$ cat config.mk
export PLATFORM = sky130hd
export DESIGN_NAME = serial_acc_ctrl
export DESIGN_NICKNAME = d
export VERILOG_FILES = /design/src/rtl/serial_acc_ctrl.sv
export SDC_FILE = /design/constraint.sdc
export NUM_CORES = 1
export LEC_CHECK = 0
export CORE_MARGIN = 10
export CORE_UTILIZATION = 42
export CTS_BUF_LIST = sky130_fd_sc_hd__clkbuf_4
export CTS_CLUSTER_SIZE = 14
export DETAILED_ROUTE_END_ITERATION = 10
export PLACE_DENSITY_LB_ADDON = 0.3
export SLEW_MARGIN = 10
export SYNTH_ARGS = -nofsm -noshare
export SYNTH_HDL_FRONTEND = slang
export SYNTH_SLANG_ARGS = --single-unit
$ cat constraint.sdc
create_clock -name i_clk -period 1.9 [get_ports i_clk]
set_input_delay 0.38 -clock i_clk [delete_from_list [all_inputs] [get_ports i_clk]]
set_output_delay 0.38 -clock i_clk [all_outputs]
set_load 0.05 [all_outputs]
$ cat src/rtl/serial_acc_ctrl.sv
// rtl/serial_acc_ctrl.sv - sequencer and bit-serial ALU feeding the 8-bit shift accumulator
// Optional sticky signed-overflow flag o_ovf is built only when SACC_OVF_EN is defined.
module serial_acc_ctrl #(
    parameter int W  = 8,
    parameter int CW = 4
) (
    input  logic         i_clk,
    input  logic         i_rst,
    input  logic         i_valid,
    output logic         o_ready,
    input  logic [1:0]   i_op,
    input  logic [W-1:0] i_operand,
    input  logic         i_acc_bit,
    output logic         o_con_shift,
    output logic         o_con_sign,
    output logic         o_data_in,
    output logic         o_data_sign,
    output logic         o_done
`ifdef SACC_OVF_EN
    ,
    output logic         o_ovf
`endif
);

    localparam logic [1:0] OP_ADD = 2'b00;
    localparam logic [1:0] OP_SUB = 2'b01;
    localparam logic [1:0] OP_CLR = 2'b10;
    localparam logic [1:0] OP_ASR = 2'b11;
    localparam logic [CW-1:0] LAST_K = CW'(W - 1);

    typedef enum logic [1:0] {
        S_IDLE = 2'd0,
        S_RUN  = 2'd1,
        S_DONE = 2'd2
    } state_t;

    state_t         r_state;
    state_t         w_state_nxt;
    logic [1:0]     r_op;
    logic [W-1:0]   r_operand;
    logic           r_carry;
    logic [CW-1:0]  r_cnt;
    logic           r_sign;

    logic           w_b;
    logic           w_sum;
    logic           w_carry_nxt;
    logic           w_last;

    // Operand is consumed LSB-first; SUB adds the inverted operand with carry-in 1.
    assign w_b         = (r_op == OP_SUB) ? ~r_operand[0] : r_operand[0];
    assign w_sum       = i_acc_bit ^ w_b ^ r_carry;
    assign w_carry_nxt = (i_acc_bit & w_b) | (i_acc_bit & r_carry) | (w_b & r_carry);
    assign w_last      = (r_op == OP_ASR) || (r_cnt == LAST_K);

    always_comb begin
        w_state_nxt = r_state;
        o_ready     = 1'b0;
        o_con_shift = 1'b0;
        o_con_sign  = 1'b0;
        o_done      = 1'b0;
        o_data_in   = (r_op == OP_CLR) ? 1'b0 : w_sum;
        o_data_sign = r_sign;
        case (r_state)
            S_IDLE: begin
                o_ready = 1'b1;
                if (i_valid) begin
                    w_state_nxt = S_RUN;
                end
            end
            S_RUN: begin
                o_con_shift = 1'b1;
                o_con_sign  = (r_op == OP_ASR);
                if (w_last) begin
                    w_state_nxt = S_DONE;
                end
            end
            S_DONE: begin
                o_done      = 1'b1;
                w_state_nxt = S_IDLE;
            end
            default: begin
                w_state_nxt = S_IDLE;
            end
        endcase
    end

    always_ff @(posedge i_clk or posedge i_rst) begin
        if (i_rst) begin
            r_state   <= S_IDLE;
            r_op      <= OP_ADD;
            r_operand <= '0;
            r_carry   <= 1'b0;
            r_cnt     <= '0;
            r_sign    <= 1'b0;
        end else begin
            r_state <= w_state_nxt;
            if (r_state == S_IDLE && i_valid) begin
                r_op      <= i_op;
                r_operand <= i_operand;
                r_carry   <= (i_op == OP_SUB);
                r_cnt     <= '0;
            end else if (r_state == S_RUN && r_op != OP_ASR) begin
                r_operand <= r_operand >> 1;
                r_carry   <= w_carry_nxt;
                r_cnt     <= r_cnt + 1'b1;
                // The final serial bit lands in the accumulator MSB; mirror it as the sign.
                if (w_last) begin
                    r_sign <= o_data_in;
                end
            end
        end
    end

`ifdef SACC_OVF_EN
    // On the MSB cycle r_carry is the carry into the MSB and w_carry_nxt the carry out.
    always_ff @(posedge i_clk or posedge i_rst) begin
        if (i_rst) begin
            o_ovf <= 1'b0;
        end else if (r_state == S_RUN && w_last && (r_op == OP_ADD || r_op == OP_SUB)) begin
            if (r_carry != w_carry_nxt) begin
                o_ovf <= 1'b1;
            end
        end else if (r_state == S_DONE && r_op == OP_CLR) begin
            o_ovf <= 1'b0;
        end
    end
`endif

endmodule

==> results of run 1 <==
## Yosys cell counts (2+ instances only)
| cell type | count | share of area [%] |
|---|---|---|
| o21ai_0 | 4 | 2.2 |
| buf_6 | 2 | 2.5 |
| a31oi_1 | 2 | 1.4 |
| and3_1 | 6 | 4.1 |
| nand2_1 | 3 | 1.2 |
| a21oi_2 | 2 | 1.9 |
| nand3_1 | 3 | 1.7 |
| a21oi_1 | 3 | 1.7 |
| o31ai_1 | 3 | 2.5 |
| a221o_1 | 6 | 6.6 |
| inv_1 | 6 | 2.5 |
| mux2_2 | 2 | 2.5 |
| dfrtp_1 | 18 | 50 |
| nor2_1 | 7 | 2.9 |
| a22o_1 | 2 | 1.9 |
## layout by cell type, fill, tap and decap left out, drive strengths merged, types with 3 or more instances in the layout
cell type / instances
a21oi: 5
a221o: 6
and3: 6
buf: 9
clkbuf: 3
clkdlybuf4s50: 14
dfrtp: 18
inv: 7
nand2: 3
nand3: 3
nor2: 7
o21ai: 4
o31ai: 3
## where the power goes
part	internal (µW)	switching, µW	total (µW)	leakage [µW]
combinational	658	810	1470	0.000303
clock	76.5	120	196	0.0000154
sequential	562	120	683	0.000225
total	1300	1050	2350	0.000543
## through the flow
step / power (µW) / hold slack [ns]
after global routing: 2530 / 0.394
after global placement: 2090 / 0.478
after CTS: 2340 / 0.384
after floorplan: 1660 / 0.319
after detailed placement: 2140 / 0.480
final: 2350 / 0.383
## logic make-up (layout without fill, tap and decap cells)
group	Yosys count	in the layout	synth area share, %
and+or+nand+nor	28	28	18.6
AOI/OAI and AO/OA	22	22	18.2
DFF	18	18	49.6
buffers and inverters	11	34	6.61
adders and majority gates	2	2	3.58
muxes	2	2	2.48
xor gates and xnor gates	1	1	0.964
## repair_timing
item                                    4_1_cts  5_1_grt
gates resized for setup                       1        2
gates cloned                                  0        0
pin swaps                                     0        0
endpoints found under the setup margin        1        2
## layout make-up
type	count	area, µm²
Fill cell	171	793
Sequential cell	18	450
Multi-Input combinational cell	55	414
Timing Repair Buffer	23	258
Tap cell	27	33.8
Inverter	7	26.3
Clock buffer	3	22.5
Clock inverter	1	3.75
## worst paths after layout
check                              from      endpoint  slack [ns]  cells after the start
max                             r_op[0]     o_data_in       -0.27                      6
max in group asynchronous         i_rst  r_operand[4]        1.32                      3
min in group i_clk         r_operand[7]  r_operand[7]        0.50                      1
min                               i_rst  r_operand[7]        0.38                      3
max reg2reg                     r_op[0]   o_data_sign        0.30                      6
min reg2reg                r_operand[7]  r_operand[7]        0.50                      1
## layer usage
layer / track usage [%] / vias to the layer above / part of all wire, %
met2: 15.7 / 22 / 51
met3: 4.68 / 2 / 5.4
met1: 12.1 / 346 / 42
met5: 0 / - / 0
li1: - / 353 / -
met4: 2.09 / 0 / 0.63
## registers in the layout (all words and copies together) (netlist names)
| register | flops |
|---|---|
| r_cnt | 4 |
| r_carry | 1 |
| r_op | 2 |
| r_state | 2 |
| r_operand | 8 |
| o_data_sign | 1 |
## critical path, cell delays in order, from the launching register on
cell     delay, ns
dfrtp_1       0.41
inv_2         0.07
nor2_2        0.04
xnor2_1       0.16
fa_1          0.48
a21oi_4       0.17
buf_12        0.15
==> metrics.csv, run 1 <==
stage,metric,value,unit
outcome,status,finished with violations,
outcome,violations,setup timing,
floorplanning,rows,16,
synth,synth_area,908,µm²
drt,antenna_left,0,
synth,synth_cells,84,
clock_tree,cts_tree,yes,
setup_path,crit_type,register to output port,
timing,rsz0062_at_grt,yes,
drt,via_per_inst,5.40,
setup_path,cp-end-kind,output port,
layout,areaGrowthSynthToFinish,33.1,%
clock_tree,holdBufCountCts,0,
synth,syn_nets,100,
timing,slew_headroom,67.0,%
timing,min_period_over_period,114,%
drt,routed_wl,2.05,mm
global_routing,grt_start_max_net_pins,19,
layout,diodes,0,
floorplanning,fp.dieW,66.5,µm
layout,layoutNonFillerInstCount,134,
global_routing,antenna_found_initial,0,
timing,hold_viol,0,
placement,hpwl,1.48,mm
placement,pre_cts_slack,-0.197,ns
layout,drive_gt1_share,23.4,%
clock_tree,clkSlewWorstSetupHoldPaths,0.10,ns
job,maxCapViolCount,0,
setup_path,worst_ep_required_time,1.52,ns
clock_tree,cts_setup_buffers,0,
synth,yosys_most_used_dff,dfrtp_1,
global_routing,first_global_vias,719,
setup_path,critPathLaunchType,register,
timing,finalWorstSetupSlack,-0.271,ns
synth,synth.distinct_cells,30,
synth,ys_ff_latch,18,
synth,yosysSeqAreaShare,49.6,%
synth,syn_area_per_cell,10.8,µm²
setup_path,arrival,1.79,ns
timing,tns,-0.271,ns
drt,remaining_drc_errors,0,
placement,io_buffer_count,19,
clock_tree,cts.sinks,18,
global_routing,gr-total-overflow,0,
layout,fin_util,60.4,%
setup_path,critPathMaxFanout,3,
drt,post_drt_wl_per_cell,15.3,µm
timing,finalWorstPathRequiredPeriod,2.17,ns
timing,maxSlewViolCount,0,
power,p_leak,0.000543,µW
timing,tightest_slew,0.493,ns
power,ir_worst_vdd,1.15,mV
clock_tree,htree_levels,1,
drt,vias,723,
floorplanning,die_y,66.5,µm
drt,first_pass_iters,4,
layout,post-route-cell-area,1210,µm²
placement,place_area,1180,µm²
placement,dp.cells,130,
clock_tree,numCtsBuffers,3,
power,power_density,1940,nW/µm²
worst_hold_path,hold_class,primary input to async pin,
placement,gp_congestion,0.785,
timing,setup_viol,1,
clock_tree,clockRootBuffer,clkbuf_4,
clock_tree,clk_path_buf_depth,2,
timing,timing.fmax,461,MHz
floorplanning,start_util,45.4,%
synth,ys_async_sr_fraction,100,%
floorplanning,core_area,2000,µm²
synth,synth-edff-count,0,
global_routing,grt_pass1_wl,3.44,mm
clock_tree,clkLatencyLatePin,0.29,ns
global_routing,globalRouteTotalUtil,9.97,%
timing,clock_skew,0.00273,ns
layout,layout.nets,124,
drt,first_iter_violations,44,
floorplanning,ioPinCount,20,
floorplanning,design.die.area,4420,µm²
synth,yosys_warnings,0,
(Power assumes the default switching activity.)
==> inputs of run 2 (changes only) <==
- HOLD_SLACK_MARGIN: default -> 0.02
==> results of run 2 <==
Same layout as run 1: the final DEF is identical, and so are final timing and power.
==> inputs of run 3 (changes only) <==
- CORE_UTILIZATION: 42 -> 49
==> run 3 against run 2 <==
  * The run still ends with setup timing left
  * Flip-flop and latch count unchanged
  * Die area down 10%
  * Power up 3.6%
  * Register-to-register slack worse by 0.05 ns
  * Wire length up 2.9%
  * Sequential share of layout area down 0.83 points
  * Global-route usage up 0.67 points
  * Non-clock buffer count up 2
  * Cell count unchanged
  * Clock skew up 0.0049 ns
  * Via count up 0.69%
  * Sequential power up 1%
==> metrics.csv, run 3 (synthesis gave the netlist of run 1 again) <==
stage,metric,value,unit,change
layout,fill_cells,130,,-24%
layout,drive_gt1_share,26.6,%,+3.2 points
floorplanning,start_util,52.0,%,+6.7 points
timing,hold_viol,0,,unchanged
outcome,violations,setup timing,,
floorplanning,ioPinCount,20,,unchanged
drt,routed_wl,2.11,mm,+2.9%
timing,min_period_over_period,115,%,+0.98 points
drt,first_iter_violations,19,,-57%
layout,seqCellArea,450,µm²,unchanged
drt,first_pass_iters,4,,unchanged
floorplanning,design.die.area,3980,µm²,-10%
layout,layoutNonFillerInstCount,134,,unchanged
layout,top_register,r_operand,,
layout,layout.nets,126,,+1.6%
layout,reg_top3,"r_operand: 8 flops, r_cnt: 4 flops",,
setup_path,slowest_stage,fa_1,,
drt,topRoutingLayerUsed,met4,,
timing,maxSlewViolCount,0,,unchanged
timing,timing.fmax,457,MHz,-0.85%
setup_path,worst_ep_required_time,1.52,ns,about the same
placement,place_area,1170,µm²,-0.21%
layout,diodes,0,,unchanged
layout,final_common_cell,dfrtp_1,,
timing,finalWorstPathRequiredPeriod,2.19,ns,+0.0186 ns
drt,wl_met2,973,µm,-7.9%
drt,antenna_left,0,,unchanged
clock_tree,cts_tree,yes,,
global_routing,grt_start_max_net_pins,19,,unchanged
power,p_clk_share,8.6,%,+0.2 points
global_routing,grt_pass1_wl,3.39,mm,-1.2%
clock_tree,clkSlewWorstSetupHoldPaths,0.11,ns,about the same
floorplanning,die_y,63.1,µm,-5.2%
layout,largest_reg_flops,8,,unchanged
clock_tree,clk_path_buf_depth,2,,unchanged
floorplanning,core_area,1750,µm²,-13%
setup_path,cp-end-kind,output port,,
drt,via_per_inst,5.43,,+0.69%
drt,post_drt_wl_per_cell,15.8,µm,+2.9%
power,p_int,1340,µW,+3.3%
setup_path,critPathLaunchType,register,,
power,ir_worst_vdd,1.32,mV,+14%
clock_tree,cts.sinks,18,,unchanged
setup_path,crit_type,register to output port,,
placement,dp.cells,128,,-1.5%
clock_tree,clkLatencyLatePin,0.31,ns,+0.02 ns
global_routing,antenna_found_initial,0,,unchanged
layout,post-route-cell-area,1240,µm²,+2.3%
timing,clock_skew,0.00762,ns,+0.00489 ns
setup_path,crit_path_max_incr_delay,0.49,ns,about the same
power,power_frac_seq,28.4,%,-0.7 points
power,power_frac_comb,63.0,%,+0.4 points
global_routing,first_global_vias,768,,+6.8%
power,netSwitchingPower,1090,µW,+4.0%
clock_tree,clockRootBuffer,clkbuf_4,,
global_routing,gr-total-overflow,0,,unchanged
power,power_density,1970,nW/µm²,+1.3%
outcome,status,finished with violations,,
layout,multi_input_area,429,µm²,+3.6%
placement,io_buffer_count,19,,unchanged
placement,hpwl,1.48,mm,+0.41%
placement,gp_congestion,0.796,,+1.4%
setup_path,crit_family,adder cells,,
layout,layout_common_cells,"dfrtp_1, clkdlybuf4s50_1, buf_4",,
drt,wl_met1,990,µm,+14%
worst_hold_path,hold_class,primary input to async pin,,
global_routing,globalRouteTotalUtil,10.6,%,+0.67 points
clock_tree,numCtsBuffers,3,,unchanged
floorplanning,rows,15,,-1
clock_tree,htree_levels,1,,unchanged
clock_tree,holdBufCountCts,0,,unchanged
setup_path,critPathBufInv,2,,unchanged
timing,rsz0062_at_grt,yes,,
drt,vias,728,,+0.69%
drt,remaining_drc_errors,0,,unchanged
floorplanning,fp.dieW,63.1,µm,-5.2%
power,p_sw_share,44.9,%,+0.17 points
job,maxCapViolCount,0,,unchanged
setup_path,crit_path_cell_trace,"inv_2, nor2_4, xnor2_2, fa_1, a21oi_4, buf_12",,
timing,tightest_slew,0.502,ns,+0.00888 ns
timing,slew_headroom,66.4,%,-0.59 points
drt,dr_wl_met3,102,µm,-8.1%
timing,setup_viol,1,,unchanged
timing,finalWorstSetupSlack,-0.290,ns,-0.0186 ns
setup_path,arrival,1.81,ns,+0.02 ns
setup_path,critPathMaxFanout,2,,-1
power,p_leak,0.000559,µW,+2.9%
layout,areaGrowthSynthToFinish,36.1,%,
-- run 3: cell count changes in the layout (fill, tap and decap cells not counted), sizes merged --
cell | previous run | this run
buf | 9 | 11
-- run 3: final cells by class --
cell class / count / share of cell area (%)
multi-input cells: 55 / 34.7
clock inverters: 1 / 0.304
clock buffers: 3 / 1.82
inverters: 7 / 2.13
repair buffers: 25 / 22.1
flip-flops and latches: 18 / 36.4
well taps: 25 / 2.53
-- run 3: per-layer routing --
layer	GRT usage, %	vias up
met5	0	-
met4	5.87	0
met3	4.06	5
met2	16.2	18
met1	12.5	348
li1	-	357
-- run 3: power groups by stage --
stage	combinational, µW	clock (µW)	sequential (µW)
floorplan	959	0	704
global placement	1420	0	675
detailed placement	1450	0	689
CTS	1510	208	683
global route	1650	227	707
finish	1530	209	690
-- run 3: worst min-delay path, stage by stage --
cell and delay [ns]:
clkdlybuf4s50_1 0.39, inv_1 0.05, buf_4 0.24
-- run 3: through the flow --
step	worst slack, ns	power (µW)	hold WS [ns]	setup TNS, ns	util [%]
after floorplan	0.0182	1660	0.319	0	-
after global placement	-0.215	2100	0.489	-0.229	67.3
after detailed placement	-0.207	2140	0.491	-0.235	67.3
after CTS	-0.305	2400	0.376	-0.305	69.8
after global routing	-0.349	2580	0.416	-0.349	70.8
final	-0.290	2430	0.363	-0.290	70.8
-- run 3: final timing paths --
check	from	to	slack, ns	depth (start not counted)
worst max-delay path	r_op[0]	o_data_in	-0.29	6
worst min-delay path	i_rst	r_cnt[0]	0.36	3
worst max register to register	r_op[0]	r_cnt[3]	0.25	5
worst min register to register	r_operand[7]	r_operand[7]	0.52	1
max in group asynchronous	i_rst	r_cnt[2]	1.34	3
min in group i_clk	r_operand[7]	r_operand[7]	0.52	1
-- run 3: repair_timing --
| action | 4_1_cts | 5_1_grt |
|---|---|---|
| pin swaps | 3 | 2 |
| gates resized for setup | 3 | 3 |
| setup buffers | 1 | 1 |
| setup endpoints to repair | 1 | 2 |
